### config.mk
export PLATFORM = sky130hd
export DESIGN_NAME = solve_sequencer
export DESIGN_NICKNAME = d
export VERILOG_FILES = /design/src/rtl/sudoku_pkg.sv /design/src/rtl/cell_index_to_rc.sv /design/src/rtl/solve_sequencer.sv
export SDC_FILE = /design/constraint.sdc
export NUM_CORES = 1
export LEC_CHECK = 0
export CAP_MARGIN = 20
export CELL_PAD_IN_SITES_DETAIL_PLACEMENT = 0
export CELL_PAD_IN_SITES_GLOBAL_PLACEMENT = 1
export CORE_MARGIN = 3
export CORE_UTILIZATION = 25
export DETAILED_ROUTE_END_ITERATION = 8
export PLACE_DENSITY = 0.76
export SYNTH_ARGS = -nofsm -noshare
export SYNTH_HDL_FRONTEND = slang
export SYNTH_SLANG_ARGS = --single-unit
### constraint.sdc
create_clock -name clk -period 13.3 [get_ports clk]
set_input_delay 3.99 -clock clk [delete_from_list [all_inputs] [get_ports clk]]
set_output_delay 3.99 -clock clk [all_outputs]
set_load 0.05 [all_outputs]
### src/rtl/sudoku_pkg.sv
// Shared definitions for the sudoku solve sequencer.
//   - board geometry: 81 cells of 4 bits packed into a 324-bit word,
//     cell k = 9*row + col at bits [4k+3:4k], 0 = empty
//   - engine ids, pass limit, watchdog limit
//   - sequencer FSM state encoding
package sudoku_pkg;

    localparam int NUM_CELLS = 81;
    localparam int CELL_W    = 4;
    localparam int GRID_W    = NUM_CELLS * CELL_W;

    localparam logic ENG_SINGLES = 1'b0;
    localparam logic ENG_PAIRS   = 1'b1;

    localparam int MAX_PASSES = 200;
    localparam int WD_LIMIT   = 4095;

    typedef enum logic [2:0] {
        IDLE,
        RUN_S,
        WAIT_S,
        RUN_P,
        WAIT_P,
        CHECK,
        SOLVED,
        STUCK
    } state_t;

    // SOLVED and STUCK both expose the board through the readout port.
    function automatic logic is_readout(input state_t s);
        return (s == SOLVED) || (s == STUCK);
    endfunction

endpackage

### src/rtl/cell_index_to_rc.sv
// Converts a linear cell index (0..80) to a 1-based row and column.
// Ports:
//   idx  in  7  linear cell index, 9*row + col
//   row  out 4  idx / 9 + 1   (1..9)
//   col  out 4  idx mod 9 + 1 (1..9)
module cell_index_to_rc (
    input  logic [6:0] idx,
    output logic [3:0] row,
    output logic [3:0] col
);

    // Division by a constant; the quotient and remainder both fit in 4 bits
    // for any index inside the board, so truncation is safe.
    assign row = 4'(idx / 7'd9) + 4'd1;
    assign col = 4'(idx % 7'd9) + 4'd1;

endmodule

### src/rtl/solve_sequencer.sv
// Sequences the sudoku strategy engines (naked singles, naked pairs) until the
// board is full or no further progress is possible, then offers a stepped
// cell-by-cell readout of the board.
// Ports:
//   clk, reset    clock; synchronous active-high reset
//   start         pulse, starts a solve from IDLE/SOLVED/STUCK
//   next          level, each rising edge advances the readout index
//   grid_in       current board from the engines (324 bits, 0 = empty cell)
//   eng_done      pulse from the engine at the end of its pass
//   eng_changed   sampled with eng_done, 1 = the pass modified the board
//   eng_sel       engine select, 0 = singles, 1 = pairs
//   eng_start     one-cycle pulse launching the selected engine
//   D1, D2, D3    readout row (1..9), column (1..9), cell value (0..9)
//   alldone       board solved (registered)
//   stuck         no progress / pass limit / watchdog (registered)
//   busy          FSM is in a RUN or WAIT state
//
// Engine handshake: eng_start is a single-cycle request qualified by eng_sel;
// eng_sel holds from the RUN cycle until the eng_done cycle. The engine
// answers with exactly one eng_done pulse carrying eng_changed; eng_done is
// only accepted in WAIT_S/WAIT_P, anywhere else it is dropped.
module solve_sequencer
    import sudoku_pkg::*;
(
    input  logic              clk,
    input  logic              reset,
    input  logic              start,
    input  logic              next,
    input  logic [GRID_W-1:0] grid_in,
    input  logic              eng_done,
    input  logic              eng_changed,
    output logic              eng_sel,
    output logic              eng_start,
    output logic [3:0]        D1,
    output logic [3:0]        D2,
    output logic [3:0]        D3,
    output logic              alldone,
    output logic              stuck,
    output logic              busy
);

    state_t      state;
    state_t      state_d;

    logic [7:0]  pass_cnt;
    logic [11:0] wd_cnt;
    logic        changed_q;
    logic        last_eng_q;
    logic [6:0]  idx;
    logic [6:0]  idx_d;
    logic        next_q;
    logic        next_rise;
    logic        alldone_q;
    logic        stuck_q;
    logic [3:0]  d1_q;
    logic [3:0]  d2_q;
    logic [3:0]  d3_q;

    logic        in_wait;
    logic        start_hit;
    logic        done_hit;
    logic        all_filled;
    logic [NUM_CELLS-1:0] cell_nz;
    logic [3:0]  rd_row;
    logic [3:0]  rd_col;
    logic [3:0]  rd_val;

    // ------------------------------------------------------------------
    // Board full check: one nonzero flag per cell, reduced over 81 cells.
    // ------------------------------------------------------------------
    for (genvar k = 0; k < NUM_CELLS; k++) begin : g_cell_nz
        assign cell_nz[k] = |grid_in[k*CELL_W +: CELL_W];
    end
    assign all_filled = &cell_nz;

    assign in_wait   = (state == WAIT_S) || (state == WAIT_P);
    assign start_hit = start && ((state == IDLE) || is_readout(state));
    assign done_hit  = in_wait && eng_done;
    assign next_rise = next && !next_q;

    // ------------------------------------------------------------------
    // Next-state logic
    // ------------------------------------------------------------------
    always_comb begin
        state_d = state;
        case (state)
            IDLE, SOLVED, STUCK: begin
                if (start) state_d = RUN_S;
            end
            RUN_S: state_d = WAIT_S;
            RUN_P: state_d = WAIT_P;
            WAIT_S, WAIT_P: begin
                // A done arriving on the watchdog's last cycle still counts.
                if (eng_done)                            state_d = CHECK;
                else if (wd_cnt == 12'(WD_LIMIT - 1))    state_d = STUCK;
            end
            CHECK: begin
                if (all_filled)                          state_d = SOLVED;
                else if (pass_cnt == 8'(MAX_PASSES))     state_d = STUCK;
                else if (changed_q)                      state_d = RUN_S;
                else if (last_eng_q == ENG_SINGLES)      state_d = RUN_P;
                else                                     state_d = STUCK;
            end
            default: state_d = IDLE;
        endcase
    end

    // Readout index: zero on entry to SOLVED/STUCK, steps on each next edge,
    // held at zero everywhere else.
    always_comb begin
        idx_d = idx;
        if (!is_readout(state_d) || !is_readout(state)) begin
            idx_d = '0;
        end else if (next_rise) begin
            idx_d = (idx == 7'(NUM_CELLS - 1)) ? 7'd0 : idx + 7'd1;
        end
    end

    cell_index_to_rc u_rc (
        .idx (idx_d),
        .row (rd_row),
        .col (rd_col)
    );

    assign rd_val = grid_in[{idx_d, 2'b00} +: CELL_W];

    // ------------------------------------------------------------------
    // State and datapath registers
    // ------------------------------------------------------------------
    always_ff @(posedge clk) begin
        if (reset) begin
            state      <= IDLE;
            pass_cnt   <= '0;
            wd_cnt     <= '0;
            changed_q  <= 1'b0;
            last_eng_q <= ENG_SINGLES;
            idx        <= '0;
            alldone_q  <= 1'b0;
            stuck_q    <= 1'b0;
            d1_q       <= '0;
            d2_q       <= '0;
            d3_q       <= '0;
        end else begin
            state <= state_d;

            if (start_hit) begin
                pass_cnt   <= '0;
                changed_q  <= 1'b0;
                last_eng_q <= ENG_SINGLES;
            end else if (done_hit) begin
                pass_cnt   <= pass_cnt + 8'd1;
                changed_q  <= eng_changed;
                last_eng_q <= eng_sel;
            end

            // RUN always precedes WAIT, so the count starts at zero on entry.
            wd_cnt <= in_wait ? wd_cnt + 12'd1 : 12'd0;

            idx       <= idx_d;
            alldone_q <= (state_d == SOLVED);
            stuck_q   <= (state_d == STUCK);

            if (is_readout(state_d)) begin
                d1_q <= rd_row;
                d2_q <= rd_col;
                d3_q <= rd_val;
            end else begin
                d1_q <= '0;
                d2_q <= '0;
                d3_q <= '0;
            end
        end
    end

    // The edge detector samples every cycle, through reset as well, so a
    // level already high when the readout opens never counts as an edge.
    always_ff @(posedge clk) begin
        next_q <= next;
    end

    // ------------------------------------------------------------------
    // Outputs
    // ------------------------------------------------------------------
    assign eng_start = (state == RUN_S) || (state == RUN_P);
    assign eng_sel   = ((state == RUN_P) || (state == WAIT_P)) ? ENG_PAIRS : ENG_SINGLES;
    assign busy      = (state == RUN_S) || (state == WAIT_S) ||
                       (state == RUN_P) || (state == WAIT_P);
    assign alldone   = alldone_q;
    assign stuck     = stuck_q;
    assign D1        = d1_q;
    assign D2        = d2_q;
    assign D3        = d3_q;

endmodule

==> flow_metrics.py, run 1 <==
metrics = {
    "outcome": {
        "status": "finished, final reports clean",
    },
    "timing": {
        "finalSetupViolCount": 0,
        "fin_skew_ns": 0.00865,
        "maxSlewViolCount": 0,
        "fin_crit_ns": 9.34,
        "tightest_slew_ns": 1.04,
        "tns_ns": 0,
        "slew_headroom_pct": 29.9,
        "rsz0062_at_grt": "no",
        "hold_viol_final": 0,
        "clock.fmax_mhz": 107,
        "post-route-period-util_pct": 70.2,
    },
    "global_routing": {
        "grt_start_max_net_pins": 103,
        "overflow": 0,
        "grtUsageTotal_pct": 27.1,
        "grt_busiest_layer": "met2",
        "antenna_found_initial": 10,
        "grt_pass1_vias": 9418,
        "use_met3_pct": 7.29,
        "grt_pass1_wl_um": 58500,
        "met2_usage_pct": 48.6,
        "use_met1_pct": 30.6,
    },
    "clocking": {
        "insertion_delay_ns": 0.29,
        "cts-hold-fix-buffers": 0,
        "numCtsBuffers": 5,
        "root_buffer": "clkbuf_16",
        "path_clk_slew_ns": 0.06,
        "clockBufferDepth": 2,
        "clock_sinks": 47,
        "post_cts_buffers": 0,
        "htreeDepth": 2,
        "cts_tree": "yes",
        "cts_resized": 0,
    },
    "cells_and_area": {
        "nets": 1649,
        "drive_above_1_share_pct": 3.06,
        "area_growth_pct": 58.9,
        "n_fill_cell": 2692,
        "final_core_util_pct": 40.7,
    },
    "worst_setup_path": {
        "critical_path.startpoint_type": "primary input",
        "endpoint_kind": "register",
        "path_buf_inv": 4,
        "path_max_fanout": 83,
        "critPathSlowestCell": "o211ai_1",
        "critPathTopFamily": "buffers and inverters",
        "cp_data_required_time_ns": 13.45,
        "cp.arrival_ns": 9.49,
        "cp_common_cell": "xnor2_1",
        "max_stage_delay_ns": 0.72,
        "cp_cell_sequence": "clkdlybuf4s50_1 -> nand4bb_1 -> or2_1 -> nand2_1 -> buf_4 -> nor2_4 -> buf_4 -> inv_2 -> nand2_1 -> nor4_4 -> o31ai_1 -> o211ai_1 -> xnor2_1 -> ha_1 -> nor2_1 -> a311oi_1 -> a311o_1 -> xnor2_1 -> ha_1 -> xor2_1 -> xnor2_1 -> nor2_1",
        "path_class": "primary input to register",
    },
    "synth": {
        "syn_area_per_cell_um2": 6.35,
        "yosysTopAreaCell": "dfxtp_1",
        "syn-num-nets": 1369,
        "synth_edf_count": 0,
        "yosys_warnings": 0,
        "synth_common_cells": "nand2_1, nor4_1, nand3_1",
        "syn_inst": 1025,
        "synth_seq_cells": 47,
        "synth_area_leaders": "dfxtp_1, nand2_1, nor4_1, nand3_1, o211ai_1",
        "synth-main-ff-cell": "dfxtp_1",
        "yosysMostFrequentCell": "nand2_1",
        "netlist_area_um2": 6510,
        "synth_cell_type_count": 65,
        "synth.top_cell.area_share_pct": 14.4,
        "yosysSeqAreaShare_pct": 14.4,
        "ys_async_sr_fraction_pct": 0,
    },
    "power": {
        "p_per_area_nw_per_um2": 55.1,
        "power_frac_comb_pct": 48.9,
        "seqPwrFrac_pct": 28.3,
        "switchingPower_uw": 206,
        "p_leak_uw": 0.00343,
        "p_sw_share_pct": 36.0,
        "p_int_uw": 365,
        "pwr-share-clk_pct": 22.8,
        "vdd_drop_max_v": 0.000109,
    },
    "floorplanning": {
        "die_y_um": 167,
        "die_w_um": 167,
        "num_rows": 58,
        "die_area_um2": 28000,
        "core_um2": 25400,
        "start_util_pct": 25.6,
        "ios": 347,
    },
    "place": {
        "portBuffers": 346,
        "place_congestion": 0.951,
        "dpl.hpwl_um": 33200,
    },
    "route": {
        "drt_iter0_drc": 847,
        "dr_total_vias": 9336,
        "via_per_inst": 5.68,
        "post-route-drc-count": 0,
        "drtPass1Iterations": 5,
        "drtAntennaViolNets": 0,
        "wire_per_inst_um": 24.0,
        "wl_um": 39500,
    },
    "run": {
        "maxCapViolCount": 0,
    },
    "worst_hold_path": {
        "hold_path_class": "register to register",
    },
}
[state kept, by name (all words and copies together), names as in the netlist]
register and count:
state 3, idx 7, next_q 1, D3 4, D1 4, D2 4, alldone 1, pass_cnt 8
wd_cnt 12, changed_q 1, stuck 1, last_eng_q 1
[final timing paths]
check | from | endpoint | slack (ns) | cells past startpoint
setup reg to reg | state[2]$_SDFF_PP0_ | D2[2]$_SDFF_PP0_ | 7.68 | 19
setup / recovery | next | D2[2]$_SDFF_PP0_ | 3.96 | 22
hold reg to reg | wd_cnt[9]$_SDFF_PP0_ | wd_cnt[9]$_SDFF_PP0_ | 0.49 | 2
hold / removal | wd_cnt[9]$_SDFF_PP0_ | wd_cnt[9]$_SDFF_PP0_ | 0.49 | 2
[kinds of logic (layout without fill, tap and decap cells)]
| group | count (synthesis) | in the layout | synth area share, % |
|---|---|---|---|
| AO/OA/AOI/OAI | 210 | 210 | 23.7 |
| XOR/XNOR | 33 | 33 | 4.44 |
| adder cells (fa/ha/maj) | 14 | 14 | 2.69 |
| buffers and inverters | 100 | 381 | 5.94 |
| flip-flops | 47 | 47 | 14.4 |
| multiplexers | 18 | 18 | 2.82 |
| other | 0 | 8 | 0 |
| AND/OR/NAND/NOR | 603 | 603 | 46.0 |
[worst reg2reg max path: stages, from the launching register on]
cell	delay [ns]
dfxtp_1	0.56
and3b_1	0.27
o21ai_2	0.14
nor2_4	0.38
buf_4	0.53
ha_1	0.26
nand2_1	0.10
nor4_4	0.38
o31ai_1	0.16
o211ai_1	0.72
xnor2_1	0.24
ha_1	0.24
nor2_1	0.15
a311oi_1	0.13
a311o_1	0.44
xnor2_1	0.19
ha_1	0.27
xor2_1	0.18
xnor2_1	0.13
nor2_1	0.05
[metrics by stage]
| stage | hold WS (ns) | instances | worst slack [ns] | power (uW) | instance area [um^2] |
|---|---|---|---|---|---|
| final | 0.492 | 1644 | 3.96 | 570 | 10300 |
| after global routing | 0.521 | 1644 | 3.35 | 601 | 10300 |
| after CTS | 0.493 | 1636 | 3.98 | 572 | 10300 |
| after detailed placement | 0.481 | 1628 | 3.68 | 440 | 10200 |
| after global placement | 0.467 | 1628 | 3.80 | 442 | 10200 |
| after floorplan | 0.457 | 1025 | 4.91 | 275 | 6510 |
[per-layer routing]
metal | part of all wire, % | vias up
met5 | 0.061 | -
met4 | 3.7 | 4
met3 | 8.2 | 78
met2 | 51 | 405
met1 | 37 | 4363
li1 | - | 4486
[cell usage in the layout (no fill, tap or decap), drive strengths merged, types with 4 or more instances in the layout]
cell	synthesis	final
o211ai	44	44
a21oi	33	33
diode	0	8
or3	40	40
mux2i	18	18
a311oi	25	25
nand4	12	12
nor2	86	86
buf	14	11
ha	14	14
dfxtp	47	47
xnor2	16	16
nand3	91	91
a22o	4	4
clkbuf	70	6
nor3	42	42
o21ai	30	30
xor2	17	17
inv	16	16
and2	7	7
o311ai	23	23
nand2	182	182
or2	4	4
a221oi	16	16
clkdlybuf4s50	0	346
nor4	108	108
o21a	4	4
and3	13	13
nand2b	4	4
a31oi	7	7
[power groups by stage]
stage / sequential, uW / clock (uW) / combinational (uW)
2_1_floorplan: 168 / 0 / 107
3_3_place_gp: 165 / 0 / 277
3_5_place_dp: 165 / 0 / 276
4_1_cts: 161 / 133 / 277
5_1_grt: 164 / 140 / 298
6_report: 161 / 130 / 279
[area by class of cell]
class	count	area, um^2	area share, %
inverter	16	60.1	0.580
timing repair buffer	357	3550	34.3
multi-input combinational	878	5210	50.4
sequential	47	941	9.09
tap	330	413	3.99
clock buffer	6	139	1.34
clock inverter	2	16.3	0.157
antenna	8	20.0	0.193
Note: power is estimated with default switching activity, not from simulation.
==> run 2, diff against run 1 <==
--- a/config.mk
+++ b/config.mk
@@ -9,9 +9,9 @@
 export CELL_PAD_IN_SITES_DETAIL_PLACEMENT = 0
 export CELL_PAD_IN_SITES_GLOBAL_PLACEMENT = 1
 export CORE_MARGIN = 3
-export CORE_UTILIZATION = 25
+export CORE_UTILIZATION = 24
 export DETAILED_ROUTE_END_ITERATION = 8
-export PLACE_DENSITY = 0.76
+export PLACE_DENSITY = 0.77
 export SYNTH_ARGS = -nofsm -noshare
 export SYNTH_HDL_FRONTEND = slang
 export SYNTH_SLANG_ARGS = --single-unit
==> constraint.sdc (replaced) <==
create_clock -name clk -period 7.8 [get_ports clk]
set_input_delay 2.34 -clock clk [delete_from_list [all_inputs] [get_ports clk]]
set_output_delay 2.34 -clock clk [all_outputs]
set_load 0.05 [all_outputs]
==> run 2 against run 1 <==
Clock skew is 0.00099 ns lower; highest routed layer unchanged; global-route usage is 2.0 points lower; register-to-register slack worse by 5.1 ns; wire length is 3.2% lower; setup slack worse by 3.4 ns.
==> flow_metrics.py, run 2 (synthesis gave the netlist of run 1 again) <==
metrics = {
    "route": {
        "drtAntennaViolNets": 0,
        "drtPass1Iterations": 7,
        "dr_total_vias": 9336,
        "drt_iter0_drc": 594,
        "via_per_inst": 5.65,
        "post-route-drc-count": 0,
        "wl_um": 38200,
        "wire_per_inst_um": 23.1,
    },
    "cells_and_area": {
        "final_common_cell": "clkdlybuf4s50_1",
        "largest_reg_flops": 12,
        "fin_cells": 1652,
        "mostFrequentLayoutCells": "clkdlybuf4s50_1, nand2_1, nor4_1, nand3_1, nor2_1",
        "area_growth_pct": 59.9,
        "design_area_um2": 10400,
        "max_flop_register": "wd_cnt",
        "reg.largest.list": "wd_cnt (12), pass_cnt (8), idx (7)",
        "drive_above_1_share_pct": 3.28,
        "final_core_util_pct": 39.5,
        "nets": 1653,
    },
    "global_routing": {
        "grtUsageTotal_pct": 25.1,
        "use_met1_pct": 29.1,
        "overflow": 0,
        "grt_busiest_layer": "met2",
        "use_met3_pct": 4.53,
        "antenna_found_initial": 9,
        "grt_start_max_net_pins": 83,
        "met2_usage_pct": 46.1,
        "grt_pass1_vias": 9483,
        "grt_pass1_wl_um": 56600,
    },
    "timing": {
        "tns_ns": 0,
        "finalSetupViolCount": 0,
        "post-route-period-util_pct": 93.0,
        "tightest_slew_ns": 1.05,
        "fin_skew_ns": 0.00767,
        "fin_crit_ns": 7.25,
        "rsz0062_at_grt": "no",
        "maxSlewViolCount": 0,
        "slew_headroom_pct": 29.3,
        "hold_viol_final": 0,
        "clock.fmax_mhz": 138,
    },
    "place": {
        "portBuffers": 346,
        "place_congestion": 0.950,
        "placed_cell_area_um2": 10200,
        "dpl.hpwl_um": 32200,
        "place_inst": 1637,
    },
    "outcome": {
        "status": "finished, final reports clean",
    },
    "clocking": {
        "post_cts_buffers": 0,
        "cts-hold-fix-buffers": 0,
        "root_buffer": "clkbuf_16",
        "cts_tree": "yes",
        "numCtsBuffers": 5,
        "clock_sinks": 47,
        "path_clk_slew_ns": 0.06,
        "htreeDepth": 2,
        "cts_resized": 0,
        "insertion_delay_ns": 0.29,
        "clockBufferDepth": 2,
    },
    "floorplanning": {
        "core_um2": 26400,
        "die_w_um": 171,
        "die_area_um2": 29100,
        "die_y_um": 171,
        "ios": 347,
        "start_util_pct": 24.7,
        "num_rows": 59,
    },
    "worst_setup_path": {
        "r2r-end": "D2[2]$_SDFF_PP0_",
        "endpoint_kind": "register",
        "path_depth": 22,
        "crit_end": "D2[2]$_SDFF_PP0_",
        "path_buf_inv": 2,
        "critPathTopFamily": "simple AND/OR/NAND/NOR gates",
        "cp_data_required_time_ns": 7.96,
        "critPathSlowestCell": "clkdlybuf4s50_1",
        "worstSetupStartpoint": "next",
        "path_max_fanout": 9,
        "path_class": "primary input to register",
        "r2r_slack_ns": 2.61,
        "r2r_cells": 21,
        "max_stage_delay_ns": 0.58,
        "cp.arrival_ns": 7.41,
        "cp_cell_sequence": "clkdlybuf4s50_1 -> nand3b_1 -> or3_1 -> and3_1 -> o211ai_1 -> nand2_1 -> inv_1 -> ha_1 -> or3_1 -> or4bb_1 -> o2bb2ai_1 -> o211ai_1 -> xnor2_1 -> ha_1 -> nor2_1 -> a311oi_1 -> a311o_1 -> xnor2_1 -> ha_1 -> xor2_1 -> xnor2_1 -> nor2_1",
        "r2r_start": "state[2]$_SDFF_PP0_",
        "critical_path.startpoint_type": "primary input",
    },
    "power": {
        "p_per_area_nw_per_um2": 97.9,
        "p_leak_uw": 0.00347,
        "fin_total_pwr_uw": 1020,
        "vdd_drop_max_v": 0.0000818,
    },
    "worst_hold_path": {
        "hold_path_class": "register to register",
        "hold_depth": 2,
    },
    "run": {
        "maxCapViolCount": 0,
    },
}
## run 2: changes by cell type in the layout (fill, tap and decap cells not counted)
cell / before / now
clkinvlp_4: 1 / 0
buf_4: 11 / 15
bufinv_16: 0 / 2
clkbuf_1: 0 / 1
clkbuf_8: 1 / 0
diode_2: 8 / 7
clkinv_4: 1 / 0
## run 2: layout make-up
type	count	area, um^2
Tap cell	335	419
Multi-Input combinational cell	878	5210
Clock buffer	6	129
Fill cell	2768	15900
Inverter	16	60.1
Timing Repair Buffer	361	3580
Sequential cell	47	941
Clock inverter	2	60.1
Antenna cell	7	17.5
## run 2: worst register-to-register path: cells and delay by family (launching register included)
kind,cells,cell delay (ns)
flip-flops,1,0.56
AND/OR/NAND/NOR,7,1.52
adder cells (fa/ha/maj),3,0.79
XOR/XNOR,4,0.73
buffers and inverters,1,0.08
AO/OA/AOI/OAI,6,1.38
## run 2: through the flow
step / hold WS (ns) / worst slack, ns
final: 0.484 / 0.549
after global routing: 0.531 / 0.0682
after CTS: 0.488 / 0.600
after detailed placement: 0.479 / 0.294
after global placement: 0.471 / 0.402
after floorplan: 0.457 / 1.06
## run 2: worst min-delay path by stage
stage / startpoint / end
5_1_grt: wd_cnt[9]$_SDFF_PP0_ / wd_cnt[9]$_SDFF_PP0_
3_5_place_dp: wd_cnt[9]$_SDFF_PP0_ / wd_cnt[9]$_SDFF_PP0_
3_3_place_gp: wd_cnt[9]$_SDFF_PP0_ / wd_cnt[9]$_SDFF_PP0_
2_1_floorplan: wd_cnt[9]$_SDFF_PP0_ / wd_cnt[9]$_SDFF_PP0_
4_1_cts: wd_cnt[9]$_SDFF_PP0_ / wd_cnt[9]$_SDFF_PP0_
6_report: wd_cnt[9]$_SDFF_PP0_ / wd_cnt[9]$_SDFF_PP0_
## run 2: layer usage
layer | part of all wire [%] | up-vias
met4 | 3.8 | 4
li1 | - | 4476
met3 | 6.0 | 72
met2 | 51 | 387
met5 | 0.071 | -
met1 | 39 | 4397
## run 2: where the power goes
group,switching [uW],internal [uW]
registers,21.2,255
clock network,91.7,184
logic,229,239
==> run 3, diff against run 2 <==
--- a/config.mk
+++ b/config.mk
@@ -8,7 +8,6 @@
 export CAP_MARGIN = 20
 export CELL_PAD_IN_SITES_DETAIL_PLACEMENT = 0
 export CELL_PAD_IN_SITES_GLOBAL_PLACEMENT = 1
-export CORE_MARGIN = 3
 export CORE_UTILIZATION = 24
 export DETAILED_ROUTE_END_ITERATION = 8
 export PLACE_DENSITY = 0.77
==> run 3 against run 2 <==
Combinational power is 1% higher; hold slack gained 0.0039 ns; global-route usage increased by 1.9 points; clock skew grew 0.0026 ns; cell area hardly changed; critical path depth up 1; sequential share of layout area about the same; clock power decreased by 12%.
==> flow_metrics.py, run 3 (synthesis gave the netlist of run 1 again) <==
metrics = {
    "place": {
        "placed_cell_area_um2": 10200,
        "dpl.hpwl_um": 32700,
        "portBuffers": 346,
        "place_congestion": 0.958,
    },
    "cells_and_area": {
        "final_common_cell": "clkdlybuf4s50_1",
        "reg.largest.list": "wd_cnt (12), pass_cnt (8), idx (7)",
        "largest_reg_flops": 12,
        "mostFrequentLayoutCells": "clkdlybuf4s50_1, nand2_1, nor4_1, nand3_1, nor2_1",
        "final_core_util_pct": 39.5,
        "area_growth_pct": 59.8,
        "drive_above_1_share_pct": 3.51,
        "nets": 1655,
        "design_area_um2": 10400,
        "n_fill_cell": 2760,
        "max_flop_register": "wd_cnt",
    },
    "global_routing": {
        "antenna_found_initial": 4,
        "grt_pass1_wl_um": 57600,
        "overflow": 0,
        "grt_start_max_net_pins": 83,
        "grtUsageTotal_pct": 27.1,
        "grt_pass1_vias": 9554,
    },
    "timing": {
        "maxSlewViolCount": 0,
        "fin_crit_ns": 7.34,
        "post-route-period-util_pct": 94.1,
        "finalSetupViolCount": 0,
        "tightest_slew_ns": 1.13,
        "fin_skew_ns": 0.0103,
        "slew_headroom_pct": 24.5,
        "tns_ns": 0,
        "rsz0062_at_grt": "no",
        "clock.fmax_mhz": 136,
        "fin_hold_ws_ns": 0.488,
        "hold_viol_final": 0,
    },
    "floorplanning": {
        "ios": 347,
        "die_y_um": 167,
        "core_um2": 26400,
        "die_area_um2": 27800,
        "die_w_um": 167,
        "start_util_pct": 24.7,
        "num_rows": 59,
    },
    "route": {
        "via_per_inst": 5.74,
        "wire_per_inst_um": 23.5,
        "drtAntennaViolNets": 0,
        "post-route-drc-count": 0,
        "dr_total_vias": 9478,
        "drtPass1Iterations": 7,
        "drt_iter0_drc": 732,
        "wl_um": 38800,
    },
    "clocking": {
        "path_clk_slew_ns": 0.06,
        "cts_resized": 0,
        "htreeDepth": 2,
        "cts-hold-fix-buffers": 0,
        "cts_tree": "yes",
        "numCtsBuffers": 5,
        "root_buffer": "clkbuf_16",
        "clock_sinks": 47,
        "insertion_delay_ns": 0.29,
        "post_cts_buffers": 0,
        "clockBufferDepth": 2,
    },
    "worst_setup_path": {
        "r2r_cells": 21,
        "critical_path.startpoint_type": "primary input",
        "path_max_fanout": 9,
        "cp.arrival_ns": 7.50,
        "cp_data_required_time_ns": 7.96,
        "path_class": "primary input to register",
        "endpoint_kind": "register",
        "r2r-end": "D2[2]$_SDFF_PP0_",
        "r2r_slack_ns": 2.58,
        "r2r_start": "state[2]$_SDFF_PP0_",
    },
    "worst_hold_path": {
        "hold_end": "wd_cnt[9]$_SDFF_PP0_",
        "hold_path_class": "register to register",
        "worstHoldStart": "wd_cnt[9]$_SDFF_PP0_",
        "hold_depth": 2,
    },
    "run": {
        "maxCapViolCount": 0,
    },
    "power": {
        "p_leak_uw": 0.00347,
        "p_per_area_nw_per_um2": 95.3,
        "vdd_drop_max_v": 0.0000822,
    },
    "outcome": {
        "status": "finished, final reports clean",
    },
}
run 3: cell count changes in the layout (fill, tap and decap cells not counted):
cell and delta:
diode_2 -2, bufinv_16 -1, clkinv_4 +1, buf_4 +2
clkbuf_1 -1, clkinv_2 +1
run 3: where the power goes:
| part | leakage (uW) | switching, uW | internal, uW | total, uW |
|---|---|---|---|---|
| Sequential | 0.000380 | 21.1 | 255 | 276 |
| Combinational | 0.00300 | 234 | 239 | 474 |
| Clock | 0.0000838 | 91.6 | 151 | 243 |
| Total | 0.00347 | 347 | 645 | 992 |
run 3: worst max path at each step:
stage,startpoint,end,slack [ns],cells past startpoint
floorplan,next,D2[2]$_SDFF_PP0_,1.06,23
global placement,next,D2[2]$_SDFF_PP0_,0.29,22
detailed placement,next,D2[2]$_SDFF_PP0_,0.24,23
CTS,next,D2[2]$_SDFF_PP0_,0.52,22
global route,next,D2[2]$_SDFF_PP0_,0.04,23
finish,next,D2[2]$_SDFF_PP0_,0.46,23
run 3: worst max-delay path, cell delays in order:
cell and delay [ns]:
clkdlybuf4s50_1 0.58, nand3b_1 0.24, or3_1 0.41, and3_1 0.28
o211ai_1 0.28, nand2_1 0.17, inv_1 0.11, ha_1 0.15
nand2_1 0.10, nor4_4 0.38, nor2_2 0.12, xnor2_1 0.30
inv_1 0.15, ha_1 0.21, nor2_1 0.10, a41oi_1 0.11
o32a_1 0.20, a311o_1 0.46, xnor2_1 0.24, ha_1 0.20
xor2_1 0.17, xnor2_1 0.14, nor2_1 0.05
run 3: routing by layer:
| metal | global-route usage [%] | wire length, um | vias up |
|---|---|---|---|
| li1 | - | - | 4479 |
| met1 | 31.5 | 15000 | 4439 |
| met2 | 48.4 | 19300 | 470 |
| met3 | 4.59 | 2780 | 90 |
| met4 | 11.9 | 1690 | 0 |
| met5 | 0 | 0 | - |
run 3: final cells by class:
type	instances	area, um^2	area share, %
Multi-Input combinational cell	878	5210	50.1
Timing Repair Buffer	363	3590	34.5
Sequential cell	47	941	9.04
Tap cell	335	419	4.03
Clock buffer	5	125	1.20
Inverter	16	60.1	0.577
Clock inverter	3	43.8	0.421
Antenna cell	5	12.5	0.120
run 3: through the flow:
stage,total power (uW),setup WS [ns],cells
after floorplan,468,1.06,1025
after global placement,752,0.287,1639
after detailed placement,751,0.236,1639
after CTS,999,0.517,1647
after global routing,1050,0.0412,1650
final,992,0.457,1652
